==> src/rtl/serializer_16.sv <==
// serializer_16: MSB-first parallel-to-serial converter for words of 3..16 valid bits
// Ports:
//   clk_i, rst_i      clock and synchronous active-high reset
//   data_i            parallel word, bit DATA_W-1 leaves first
//   data_mod_i        valid bit count, 0 encodes 16; counts 1 and 2 drop the word
//   data_val_i        word strobe, only looked at while idle
//   ser_data_o        serial bit, 0 whenever no bit is valid
//   ser_data_val_o    serial bit valid
//   busy_o            word in flight, identical to ser_data_val_o
module serializer_16 #(
   parameter int DATA_W = 16,
   parameter int MOD_W  = 4
) (
   input  logic              clk_i,
   input  logic              rst_i,
   input  logic [DATA_W-1:0] data_i,
   input  logic [MOD_W-1:0]  data_mod_i,
   input  logic              data_val_i,
   output logic              ser_data_o,
   output logic              ser_data_val_o,
   output logic              busy_o
);
   localparam int CNT_W = MOD_W + 1;
   typedef enum logic {IDLE, SHIFT} state_t;
   state_t            state, state_n;
   logic [DATA_W-1:0] sh, sh_n;
   logic [CNT_W-1:0]  cnt, cnt_n;
   logic              accept;
   always_ff @(posedge clk_i) begin
      if (rst_i) begin
         state <= IDLE;
         sh    <= '0;
         cnt   <= '0;
      end else begin
         state <= state_n;
         sh    <= sh_n;
         cnt   <= cnt_n;
      end
   end
   always_comb begin
      accept  = data_val_i && data_mod_i != MOD_W'(1) && data_mod_i != MOD_W'(2);
      state_n = state;
      sh_n    = sh;
      cnt_n   = cnt;
      if (state == IDLE) begin
         if (accept) begin
            state_n = SHIFT;
            sh_n    = data_i;
            cnt_n   = (data_mod_i == '0) ? CNT_W'(DATA_W) : {1'b0, data_mod_i};
         end
      end else begin
         sh_n  = sh << 1;
         cnt_n = cnt - CNT_W'(1);
         // Clearing the register on the last bit keeps ser_data_o at 0 while idle,
         // so the serial output can come straight from the register MSB.
         if (cnt == CNT_W'(1)) begin
            state_n = IDLE;
            sh_n    = '0;
         end
      end
   end
   assign ser_data_val_o = (state == SHIFT);
   assign busy_o         = ser_data_val_o;
   assign ser_data_o     = sh[DATA_W-1];
endmodule
==> config.mk <==
export PLATFORM = sky130hd
export DESIGN_NAME = serializer_16
export DESIGN_NICKNAME = d
export VERILOG_FILES = /design/src/rtl/serializer_16.sv
export SDC_FILE = /design/constraint.sdc
export NUM_CORES = 1
export LEC_CHECK = 0
export CAP_MARGIN = 30
export CORE_MARGIN = 1.5
export CORE_UTILIZATION = 40
export DETAILED_ROUTE_END_ITERATION = 12
export DONT_BUFFER_PORTS = 1
export PLACE_DENSITY = 0.51
export SETUP_SLACK_MARGIN = 0.15
export SLEW_MARGIN = 10
export SYNTH_ARGS = -nofsm -noshare
export SYNTH_HDL_FRONTEND = slang
export SYNTH_SLANG_ARGS = --single-unit
==> constraint.sdc <==
create_clock -name clk_i -period 3.4 [get_ports clk_i]
set_clock_uncertainty 0.05 [all_clocks]
set_input_delay 0.34 -clock clk_i [delete_from_list [all_inputs] [get_ports clk_i]]
set_output_delay 0.34 -clock clk_i [all_outputs]
set_load 0.01 [all_outputs]
==> results.sh <==
export IMPL_io_pins=26
export IMPL_syn_nets=144
export IMPL_antenna_left=0
export IMPL_gp_congestion=0.741
export IMPL_arrival_ns=2.37
export IMPL_gr_total_overflow=0
export IMPL_path_cells="or3_1 > o22ai_2 > buf_4 > a221oi_1 > nor3_1"
export IMPL_hp_class="input port to register"
export IMPL_htree_levels=1
export IMPL_timing_setup_tns_ns=0
export IMPL_post_route_drc_count=0
export IMPL_die_area_sq_um=2990
export IMPL_nets=142
export IMPL_synth_adder_area_share_pct=2.34
export IMPL_clkTransAtPathRegs_ns=0.13
export IMPL_grt_antenna_before_repair=0
export IMPL_yosysTopAreaCell="dfxtp_1"
export IMPL_p_total_w=0.000568
export IMPL_rows=18
export IMPL_max_freq_mhz=456
export IMPL_dp_hpwl_microns=1590
export IMPL_synthMuxAreaShare_pct=0.937
export IMPL_routed_top_layer="met4"
export IMPL_synth_edf_count=0
export IMPL_grt_use_total_pct=16.6
export IMPL_io_buffers=0
export IMPL_cts_resized=0
export IMPL_cap_violations=0
export IMPL_syn2layout_area_growth_pct=3.75
export IMPL_critPathKind="register to register"
export IMPL_max_slew_margin_rel_pct=56.6
export IMPL_required_ns=3.58
export IMPL_drtIter0Drc=19
export IMPL_postSynthAreaPerCell_sq_um=8.98
export IMPL_async_reset_ff_share_pct=0
export IMPL_cts_tree="done"
export IMPL_crit_path_end_kind="register"
export IMPL_wl_microns=2370
export IMPL_num_vias=886
export IMPL_yosys_warnings=0
export IMPL_vias_per_cell=6.07
export IMPL_yosysUniqueCellTypes=34
export IMPL_initial_utilization_pct=42.7
export IMPL_wl_met3_microns=137
export IMPL_die_h_microns=54.7
export IMPL_cts_root_buf="clkbuf_4"
export IMPL_timing_final_crit_share_pct=64.5
export IMPL_ctsHoldBuffers=0
export IMPL_synthCells=119
export IMPL_power_density_nw_per_um2=512
export IMPL_place_area_sq_um=1070
export IMPL_layout_drive_gt1_share_pct=8.62
export IMPL_maxSlewViolCount=0
export IMPL_rsz0062_at_grt="false"
export IMPL_yosysSeqAreaShare_pct=41.2
export IMPL_synth_compound_area_share_pct=21.7
export IMPL_die_w_microns=54.7
export IMPL_synthSimpleGateAreaFrac_pct=26.6
export IMPL_synth_top_family_by_area="simple AND/OR/NAND/NOR gates"
export IMPL_finalSetupViolCount=0
export IMPL_num_antenna_cells=0
export IMPL_leakagePower_nw=0.389
export IMPL_grt_pass1_vias=828
export IMPL_whs_ns=0.0252
export IMPL_clock_path_buffers=2
export IMPL_cts_setup_buffers=0
export IMPL_grt_start_max_net_pins=24
export IMPL_slowest_delay_ns=0.55
export IMPL_crit_slowest_cell="dfxtp_1"
export IMPL_grt_pass1_wl_microns=3530
export IMPL_numCtsBuffers=3
export IMPL_startpoint_type="register"
export IMPL_core_sq_um=2500
export IMPL_wl_met2_microns=1100
export IMPL_fin_crit_ns=2.19
export IMPL_synthXorXnorAreaFrac_pct=1.64
export IMPL_cts_sinks=22
export IMPL_synth_seq_cells=22
export IMPL_finalHoldViolCount=0
export IMPL_status="finished clean"
export IMPL_synth_commonest_cells="dfxtp_1 (22), a221oi_1 (16), nor3_1 (16), nor2b_1 (15), nor2_1 (7)"
export IMPL_crit_path_max_fanout=17
export IMPL_synth_cell_area_sq_um=1070
export IMPL_routedWlPerCell_microns=16.2
export IMPL_first_pass_iters=4
export IMPL_post_synth_top_count_cell="dfxtp_1"
export IMPL_post_route_cell_area_sq_um=1110
export IMPL_wirelength_met1_microns=1110
export IMPL_max_vdd_ir_drop_mv=0.294
export IMPL_tightest_slew_ns=0.651
export IMPL_synth_ff_type="dfxtp_1"
export IMPL_synth_area_leaders="dfxtp_1 (41%), a221oi_1 (13%), nor2b_1 (8.8%), nor3_1 (7.5%), nor2_1 (2.5%)"
export IMPL_clkLatencyLatePin_ns=0.31
export IMPL_synth_top_area_share_pct=41.2
-- metal layers --
metal  vias up  track usage, %
li1        441               -
met1       421            19.8
met2        22            27.8
met3         2            6.56
met4         0            3.75
met5         -               0
-- layout make-up --
cell class | count | area (sq um)
clock buffer | 4 | 36.3
fill | 249 | 1390
inverter | 3 | 11.3
multi-input combinational | 85 | 568
sequential | 22 | 440
tap | 30 | 37.5
timing repair buffer | 2 | 15.0
-- report_power, final --
group          total [W]  leakage, nW  switching [W]  internal [W]
Combinational   0.000109        0.185      0.0000564     0.0000525
Sequential      0.000311        0.182      0.0000248      0.000286
Clock           0.000148       0.0210      0.0000823     0.0000654
-- critical path: cells and delay by family (launching register included) --
family / cells / cell delay, ns
buffers and inverters: 1 / 0.31
AOI/OAI and AO/OA: 2 / 0.54
DFF: 1 / 0.55
and+or+nand+nor: 2 / 0.66
-- cell families after synthesis --
family | after synthesis
simple gates | 51
compound gates | 29
flops | 22
buf+inv | 12
xor+xnor | 2
fa+ha+maj | 2
mux | 1
-- sequential cells by signal, indices dropped and copies added, names as in the netlist --
register and count:
cnt 5, busy_o 1, sh 16
-- placed cells by master, fill, tap and decap left out, types with 3 or more instances in the layout --
cell type / synthesis / final
nor2_1: 7 / 7
nand3_1: 3 / 3
a221oi_1: 16 / 16
clkbuf_4: 0 / 3
nor2b_1: 15 / 15
nor3_1: 16 / 16
dfxtp_1: 22 / 22
-- stage by stage --
step	std cells	utilization [%]	setup WS, ns
after floorplan	119	-	1.89
after global placement	142	42.9	1.29
after detailed placement	142	42.9	1.24
after CTS	146	44.3	1.21
after global routing	146	44.3	1.01
final	146	44.3	1.21
-- worst paths after layout --
kind / startpoint / endpoint / slack (ns) / depth (start not counted)
max: busy_o / sh[1] / 1.21 / 5
min: rst_i / cnt[0] / 0.03 / 1
max reg2reg: busy_o / sh[1] / 1.21 / 5
min reg2reg: sh[0] / sh[0] / 0.45 / 2
(Power assumes the default switching activity.)
